===== config.mk =====
export PLATFORM = sky130hd
export DESIGN_NAME = strait_bist_sequencer_flat
export DESIGN_NICKNAME = d
export VERILOG_FILES = /design/src/rtl/strait_bist_pkg.sv /design/src/rtl/strait_bist_sequencer_if.sv /design/src/rtl/strait_bist_checker.sv /design/src/rtl/strait_bist_sequencer.sv /design/src/flat_wrapper.sv
export SDC_FILE = /design/constraint.sdc
export NUM_CORES = 1
export LEC_CHECK = 0
export CORE_ASPECT_RATIO = 0.6
export CORE_MARGIN = 4
export CORE_UTILIZATION = 35
export DETAILED_ROUTE_END_ITERATION = 12
export GPL_ROUTABILITY_DRIVEN = 1
export GPL_TIMING_DRIVEN = 0
export PLACE_DENSITY = 0.81
export SLEW_MARGIN = 25
export SYNTH_ARGS = -nofsm -noshare
export SYNTH_HDL_FRONTEND = slang
export SYNTH_SLANG_ARGS = --single-unit

===== constraint.sdc =====
create_clock -name clk -period 1.7 [get_ports clk]
set_input_delay 0.255 -clock clk [delete_from_list [all_inputs] [get_ports clk]]
set_output_delay 0.255 -clock clk [all_outputs]
set_load 0.03 [all_outputs]

===== src/rtl/strait_bist_pkg.sv =====
// Shared types and default parameters for the STRAIT BIST compare-path sequencer.
// Optional failure logging is enabled with the STRAIT_BIST_FAIL_LOG_EN macro.
package strait_bist_pkg;

  localparam int DEF_NUM_PATTERNS = 16;
  localparam int DEF_IDX_W        = 4;
  localparam int DEF_PIPE_LAT     = 3;
  localparam int DEF_CNT_W        = 8;
  localparam int DATA_W           = 32;

  typedef enum logic [1:0] {
    IDLE,
    RUN,
    DRAIN,
    DONE
  } state_e;

endpackage


===== src/rtl/strait_bist_sequencer_if.sv =====
// Bus between the test-mode controller / array / ROM side (master) and the
// BIST sequencer (slave).
interface strait_bist_sequencer_if
  import strait_bist_pkg::*;
#(
  parameter int IDX_W = DEF_IDX_W,
  parameter int CNT_W = DEF_CNT_W
);

  logic              start;
  logic              abort;
  logic [IDX_W-1:0]  pat_idx;
  logic              pat_valid;
  logic [IDX_W-1:0]  rom_addr;
  logic [DATA_W-1:0] expected;
  logic [DATA_W-1:0] accum_out;
  logic              busy;
  logic              done;
  logic              fail;
  logic [CNT_W-1:0]  fail_count;
  logic [IDX_W-1:0]  first_fail_idx;

  modport master (
    output start, abort, expected, accum_out,
    input  pat_idx, pat_valid, rom_addr, busy, done, fail, fail_count, first_fail_idx
  );

  modport slave (
    input  start, abort, expected, accum_out,
    output pat_idx, pat_valid, rom_addr, busy, done, fail, fail_count, first_fail_idx
  );

endinterface


===== src/rtl/strait_bist_checker.sv =====
// Registered 32-bit compare with sticky fail flag; under STRAIT_BIST_FAIL_LOG_EN
// also a saturating mismatch counter and a first-failing-index latch.
module strait_bist_checker
  import strait_bist_pkg::*;
#(
  parameter int IDX_W = DEF_IDX_W,
  parameter int CNT_W = DEF_CNT_W
) (
  input  logic              clk,
  input  logic              rst,
  input  logic              clear_i,
  input  logic              cmp_en_i,
  input  logic [IDX_W-1:0]  cmp_idx_i,
  input  logic [DATA_W-1:0] expected_i,
  input  logic [DATA_W-1:0] accum_i,
  output logic              fail_o,
  output logic [CNT_W-1:0]  fail_count_o,
  output logic [IDX_W-1:0]  first_fail_idx_o
);

  logic mismatch;
  logic fail_q;

  // Zero is ordinary data: only the enable qualifies a compare.
  assign mismatch = cmp_en_i && (accum_i != expected_i);

  always_ff @(posedge clk or posedge rst) begin
    if (rst) begin
      fail_q <= 1'b0;
    end else if (clear_i) begin
      fail_q <= 1'b0;
    end else if (mismatch) begin
      fail_q <= 1'b1;
    end
  end

  assign fail_o = fail_q;

`ifdef STRAIT_BIST_FAIL_LOG_EN
  logic [CNT_W-1:0] cnt_q;
  logic [IDX_W-1:0] first_q;

  // fail_q still low means this is the first mismatch of the run.
  always_ff @(posedge clk or posedge rst) begin
    if (rst) begin
      cnt_q   <= '0;
      first_q <= '0;
    end else if (clear_i) begin
      cnt_q   <= '0;
      first_q <= '0;
    end else if (mismatch) begin
      if (cnt_q != {CNT_W{1'b1}}) begin
        cnt_q <= cnt_q + CNT_W'(1);
      end
      if (!fail_q) begin
        first_q <= cmp_idx_i;
      end
    end
  end

  assign fail_count_o     = cnt_q;
  assign first_fail_idx_o = first_q;
`else
  logic unused_idx;
  assign unused_idx       = ^cmp_idx_i;
  assign fail_count_o     = '0;
  assign first_fail_idx_o = '0;
`endif

endmodule


===== src/rtl/strait_bist_sequencer.sv =====
// STRAIT BIST sequencer: issues pattern indices, ROM reads aligned to the array
// latency, and feeds the checker. Failure logging via STRAIT_BIST_FAIL_LOG_EN.
module strait_bist_sequencer
  import strait_bist_pkg::*;
#(
  parameter int NUM_PATTERNS = DEF_NUM_PATTERNS,
  parameter int IDX_W        = DEF_IDX_W,
  parameter int PIPE_LAT     = DEF_PIPE_LAT,
  parameter int CNT_W        = DEF_CNT_W
) (
  input logic                    clk,
  input logic                    rst,
  strait_bist_sequencer_if.slave bus
);

  localparam logic [IDX_W-1:0] LAST_IDX = IDX_W'(NUM_PATTERNS - 1);

  state_e           state_q, state_d;
  logic [IDX_W-1:0] idx_q, idx_d;
  logic             start_run;
  logic             flush;
  logic             pat_valid;
  logic             cmp_en;
  logic             cmp_last;

  // Issue-time delay line: stage j holds what was issued j+1 cycles ago.
  logic [PIPE_LAT-1:0] dl_valid_q;
  logic [PIPE_LAT-1:0] dl_last_q;
  logic [IDX_W-1:0]    dl_idx_q [PIPE_LAT];

  always_ff @(posedge clk or posedge rst) begin
    if (rst) begin
      state_q <= IDLE;
      idx_q   <= '0;
    end else begin
      state_q <= state_d;
      idx_q   <= idx_d;
    end
  end

  always_comb begin
    state_d   = state_q;
    idx_d     = idx_q;
    start_run = 1'b0;
    flush     = 1'b0;
    case (state_q)
      IDLE: begin
        if (bus.start && !bus.abort) begin
          state_d   = RUN;
          idx_d     = '0;
          start_run = 1'b1;
        end
      end
      RUN: begin
        if (bus.abort) begin
          state_d = IDLE;
          idx_d   = '0;
          flush   = 1'b1;
        end else if (idx_q == LAST_IDX) begin
          state_d = DRAIN;
          idx_d   = '0;
        end else begin
          idx_d = idx_q + IDX_W'(1);
        end
      end
      DRAIN: begin
        if (bus.abort) begin
          state_d = IDLE;
          flush   = 1'b1;
        end else if (cmp_last) begin
          state_d = DONE;
        end
      end
      DONE:    state_d = IDLE;
      default: state_d = IDLE;
    endcase
  end

  assign pat_valid = (state_q == RUN);

  // An abort drops all in-flight compares so partial results stay frozen.
  always_ff @(posedge clk or posedge rst) begin
    if (rst) begin
      dl_valid_q <= '0;
      dl_last_q  <= '0;
      for (int i = 0; i < PIPE_LAT; i++) dl_idx_q[i] <= '0;
    end else begin
      if (flush) begin
        dl_valid_q <= '0;
        dl_last_q  <= '0;
      end else begin
        dl_valid_q <= {dl_valid_q[PIPE_LAT-2:0], pat_valid};
        dl_last_q  <= {dl_last_q[PIPE_LAT-2:0], pat_valid && (idx_q == LAST_IDX)};
      end
      dl_idx_q[0] <= idx_q;
      for (int i = 1; i < PIPE_LAT; i++) dl_idx_q[i] <= dl_idx_q[i-1];
    end
  end

  assign cmp_en   = dl_valid_q[PIPE_LAT-1];
  assign cmp_last = cmp_en && dl_last_q[PIPE_LAT-1];

  assign bus.pat_idx   = idx_q;
  assign bus.pat_valid = pat_valid;
  assign bus.rom_addr  = dl_idx_q[PIPE_LAT-2];
  assign bus.busy      = (state_q != IDLE);
  assign bus.done      = (state_q == DONE);

  strait_bist_checker #(
    .IDX_W (IDX_W),
    .CNT_W (CNT_W)
  ) u_checker (
    .clk              (clk),
    .rst              (rst),
    .clear_i          (start_run),
    .cmp_en_i         (cmp_en),
    .cmp_idx_i        (dl_idx_q[PIPE_LAT-1]),
    .expected_i       (bus.expected),
    .accum_i          (bus.accum_out),
    .fail_o           (bus.fail),
    .fail_count_o     (bus.fail_count),
    .first_fail_idx_o (bus.first_fail_idx)
  );

endmodule


===== src/flat_wrapper.sv =====
// flat-port wrapper written by rule: the top's interface ports become plain ports
module strait_bist_sequencer_flat import strait_bist_pkg::*;
#(
  parameter int NUM_PATTERNS = DEF_NUM_PATTERNS,
  parameter int IDX_W        = DEF_IDX_W,
  parameter int PIPE_LAT     = DEF_PIPE_LAT,
  parameter int CNT_W        = DEF_CNT_W
)
  (clk, rst, bus_start, bus_abort, bus_expected, bus_accum_out, bus_pat_idx, bus_pat_valid, bus_rom_addr, bus_busy, bus_done, bus_fail, bus_fail_count, bus_first_fail_idx);
  strait_bist_sequencer_if #(.IDX_W(IDX_W), .CNT_W(CNT_W)) bus_i ();
  input logic clk;
  input logic rst;
  input wire logic [$bits(bus_i.start)-1:0] bus_start;
  input wire logic [$bits(bus_i.abort)-1:0] bus_abort;
  input wire logic [$bits(bus_i.expected)-1:0] bus_expected;
  input wire logic [$bits(bus_i.accum_out)-1:0] bus_accum_out;
  output wire logic [$bits(bus_i.pat_idx)-1:0] bus_pat_idx;
  output wire logic [$bits(bus_i.pat_valid)-1:0] bus_pat_valid;
  output wire logic [$bits(bus_i.rom_addr)-1:0] bus_rom_addr;
  output wire logic [$bits(bus_i.busy)-1:0] bus_busy;
  output wire logic [$bits(bus_i.done)-1:0] bus_done;
  output wire logic [$bits(bus_i.fail)-1:0] bus_fail;
  output wire logic [$bits(bus_i.fail_count)-1:0] bus_fail_count;
  output wire logic [$bits(bus_i.first_fail_idx)-1:0] bus_first_fail_idx;
  assign bus_i.start = bus_start;
  assign bus_i.abort = bus_abort;
  assign bus_i.expected = bus_expected;
  assign bus_i.accum_out = bus_accum_out;
  assign bus_pat_idx = bus_i.pat_idx;
  assign bus_pat_valid = bus_i.pat_valid;
  assign bus_rom_addr = bus_i.rom_addr;
  assign bus_busy = bus_i.busy;
  assign bus_done = bus_i.done;
  assign bus_fail = bus_i.fail;
  assign bus_fail_count = bus_i.fail_count;
  assign bus_first_fail_idx = bus_i.first_fail_idx;
  strait_bist_sequencer #(.NUM_PATTERNS(NUM_PATTERNS), .IDX_W(IDX_W), .PIPE_LAT(PIPE_LAT), .CNT_W(CNT_W)) u_core (.clk(clk), .rst(rst), .bus(bus_i));
endmodule

==> flow_results.org <==
** Drt
- Residual antenna-violating net count after detailed routing :: 0
- Using the TritonRoute via totals, the vias-per-cell ratio works out to 4.332.
- Wire length per cell after detailed routing :: 13.35 um
- DRC violation count after routing :: 0
- Before antenna repair, the detailed router went through 4 iterations.
- Via count :: between 1k and 1.5k
- Total detailed-routing wirelength :: 3577 um
- After the first detailed-routing iteration, the DRC count stood at 25.

** Layout
- Filler cell count in the final layout :: 292
- Net count, final :: 298
- Share of layout cells above drive strength 1 :: 0.1166
- Most common cell after layout, fill and taps aside :: sky130_fd_sc_hd__clkdlybuf4s50_1
- Count of antenna diodes in the layout :: 0
- Post-synthesis to final-layout area growth :: 71.52%
- Post-layout util :: 0.6539
- Commonest cells after routing, fill and taps aside :: sky130_fd_sc_hd__clkdlybuf4s50_1, sky130_fd_sc_hd__xor2_1, sky130_fd_sc_hd__dfrtp_1

** CTS
- Insertion delay to the later sink of the worst-skew pair :: 260 ps
- In this run the number of H-tree levels came out at 1.
- Number of clock sinks seen by CTS :: 21
- Hold buffer count at cts :: 0
- Buffers inserted during clock tree synthesis total 3.
- CTS tree :: done
- No sink is reached through more buffers than the 2 on the longest clock path.
- Clock-pin slew was measured on the worst setup and hold paths at approximately 80 ps.
- The cell sitting at the root of the clock tree is a sky130_fd_sc_hd__clkbuf_8.

** Yosys
- Syn Inst Count :: 129
- Netlist area before placement :: 1305 um2
- Sequential cell area fraction in the yosys report :: 0.4027
- Synthesis instantiated 25 different standard cells from the library.
- After synthesis, the mean cell area works out to 10.12 um2.
- Yosys warns :: 0
- The synthesized design contains 21 register bits.

** Timing
- The final-report hold violation count was 0.
- Worst hold slack across all endpoints :: 350.8 ps
- Final Max Tran Viols :: 0
- Final setup slack of the worst path :: about 69 ps
- Clock skew on the completed layout was measured at 3.322 ps.
- Timing would allow up to 613.2 MHz.
- At the pin with the least slew margin, the transition time is 747.3 ps.
- Measured against its own limit, the worst slew margin works out to 0.5012.
- After layout, the minimum clock period comes to ~1600 ps.
- In the finished design, the share of the clock period the worst path needs comes to 0.9593.
- Setup repair after global routing missed its margin :: false
- Final setup vio count :: 0

** Place
- The wire-length estimate of the detail-placed layout is 3101 um.
- The count of buffers added on input and output ports is 79.
- Final weighted congestion in routability-driven placement :: 0.8389
- Worst slack at placement :: -49.53 ps

** Setup path
- At the worst endpoint, the arrival time is 1380 ps.
- Worst Path Buf+Inv :: 2
- Slowest Stage Delay on Critical Path :: ~660 ps
- By startpoint and endpoint, the worst setup path is classified as reg2out.
- Largest fanout on the critical path :: 1
- Crit-path cells :: buf_4 -> clkdlybuf4s50_1
- CP Capture Type :: output pin
- The slowest stage of the critical path is the sky130_fd_sc_hd__clkdlybuf4s50_1 cell.
- Data on the critical path is required at its endpoint by approximately 1400 ps.
- Grouping stages by cell kind, the critical path spends the most delay in buffers and inverters.
- STA classifies the critical path startpoint as a flip-flop.

** Floorplan
- Number of placed I/O pins :: 92
- Die Span X :: 86.83 um
- Area inside the core boundary :: 3423 um2
- From bottom edge to top edge, the die measures 55.30 um.
- The floorplan step defined a die boundary enclosing 4802 um2.
- # rows :: 16
- Initial core utilization :: 0.3812

** Power
- Total power :: 2.049 mW
- Cell Pwr Density :: 915.3 nW/um2
- Summed over all cells, the static leakage comes to 1.052 nW.
- Across the VDD grid, the largest voltage drop is 0.9394 mV.

** Global route
- Final global-route overflow total :: 0
- The first global-routing pass estimated between 5000 and 6000 um of wire.
- For this run, the total global-route usage over all layers was measured as 0.1428.
- The number of antenna violations at the first check in global routing is 0.
- The via count of the first global-routing pass was 1,104.
- Largest net degree at the start of global routing :: 22

** Flow run
- Max-cap violations :: 0

** Outcome
- The run finished with clean final reports.

** Min path
- Class of the tightest hold or removal check :: reg2reg
-- power by group --
part | internal (mW) | total (mW) | switching [mW]
registers | 0.621 | 0.702 | 0.0811
logic | 0.474 | 1.02 | 0.546
clock network | 0.163 | 0.326 | 0.163
-- final cells by class --
class / instances / area [um2] / share of cell area
timing repair buffer: 79 / 787.0 / 0.3516
multi-input combinational: 98 / 684.4 / 0.3058
sequential: 21 / 525.5 / 0.2348
buffer: 16 / 120.1 / 0.05366
tap: 45 / 56.30 / 0.02515
clock buffer: 3 / 41.29 / 0.01845
inverter: 5 / 18.77 / 0.008385
clock inverter: 1 / 5.005 / 0.002236
-- registers in the layout, summed over array words and instances (netlist names) --
register / cells
u_core.bus.pat_idx: 4
u_core.bus.rom_addr: 4
u_core.dl_last_q: 3
u_core.u_checker.fail_o: 1
u_core.dl_valid_q: 3
u_core.dl_idx_q: 4
u_core.state_q: 2
-- synth_stat cells --
library cell,count,area [um2]
sky130_fd_sc_hd__nand2_2,1,6.260
sky130_fd_sc_hd__o21ai_0,6,30.03
sky130_fd_sc_hd__a21o_1,1,7.510
sky130_fd_sc_hd__o211ai_1,1,7.510
sky130_fd_sc_hd__xor2_1,32,280.3
sky130_fd_sc_hd__buf_4,16,120.1
sky130_fd_sc_hd__nand4_1,3,18.77
sky130_fd_sc_hd__inv_1,5,18.77
sky130_fd_sc_hd__mux2i_1,1,10.01
sky130_fd_sc_hd__a21oi_1,1,5.000
sky130_fd_sc_hd__and2_1,5,31.28
sky130_fd_sc_hd__o31ai_1,1,7.510
sky130_fd_sc_hd__nand2_1,9,33.78
sky130_fd_sc_hd__nand3_1,4,20.02
sky130_fd_sc_hd__nor2b_1,1,6.260
sky130_fd_sc_hd__and2b_4,1,10.01
sky130_fd_sc_hd__nor2_1,1,3.750
sky130_fd_sc_hd__conb_1,1,3.750
sky130_fd_sc_hd__a22o_1,1,8.760
sky130_fd_sc_hd__nand3_2,1,10.01
sky130_fd_sc_hd__dfrtp_1,21,525.5
sky130_fd_sc_hd__and3_1,1,6.260
sky130_fd_sc_hd__o41ai_1,1,8.760
sky130_fd_sc_hd__ha_1,6,75.07
sky130_fd_sc_hd__nor4_1,8,50.05
-- metal layers --
metal / vias to the layer above / track usage / routed length, um
li1: 591 / - / -
met1: 517 / 0.1853 / 1589
met2: 49 / 0.2249 / 1577
met3: 4 / 0.04458 / 366
met4: 0 / 0.04667 / 44
met5: - / 0 / 0
-- final timing paths --
check                                          to                   start  slack (ps)  cells after the start
max                               bus_rom_addr[1]  u_core.bus.rom_addr[1]          70                      2
min                        u_core.bus.rom_addr[3]     u_core.dl_idx_q[11]         350                      0
max reg2reg                     u_core.state_q[1]       u_core.state_q[0]         130                      6
min reg2reg                u_core.bus.rom_addr[3]     u_core.dl_idx_q[11]         350                      0
max in group asynchronous    u_core.dl_valid_q[1]                     rst         820                      2
min in group asynchronous      u_core.dl_idx_q[8]                     rst         420                      2
-- repair_timing --
action / 4_1_cts / 5_1_grt
setup endpoints to repair: 4 / 8
gates resized for setup: 8 / 5
buffers inserted: 0 / 0
cloned: 0 / 0
-- logic make-up after synthesis --
family / synth area share
flip-flops: 0.4027
multiplexers: 0.007670
AND/OR/NAND/NOR: 0.1505
XOR/XNOR: 0.2148
AO/OA/AOI/OAI: 0.05753
adder cells (fa/ha/maj): 0.05752
buffers and inverters: 0.1064
other: 0.002874
-- metrics by stage --
step / std cells / cell area [um2] / setup TNS, ps
6_report: 268 / 2238 / 0
5_1_grt: 268 / 2238 / 0
3_5_place_dp: 264 / 2193 / -117.4
3_3_place_gp: 264 / 2193 / -64.13
4_1_cts: 268 / 2240 / 0
2_1_floorplan: 140 / 1346 / 0
Note: power is estimated with default switching activity, not from simulation.
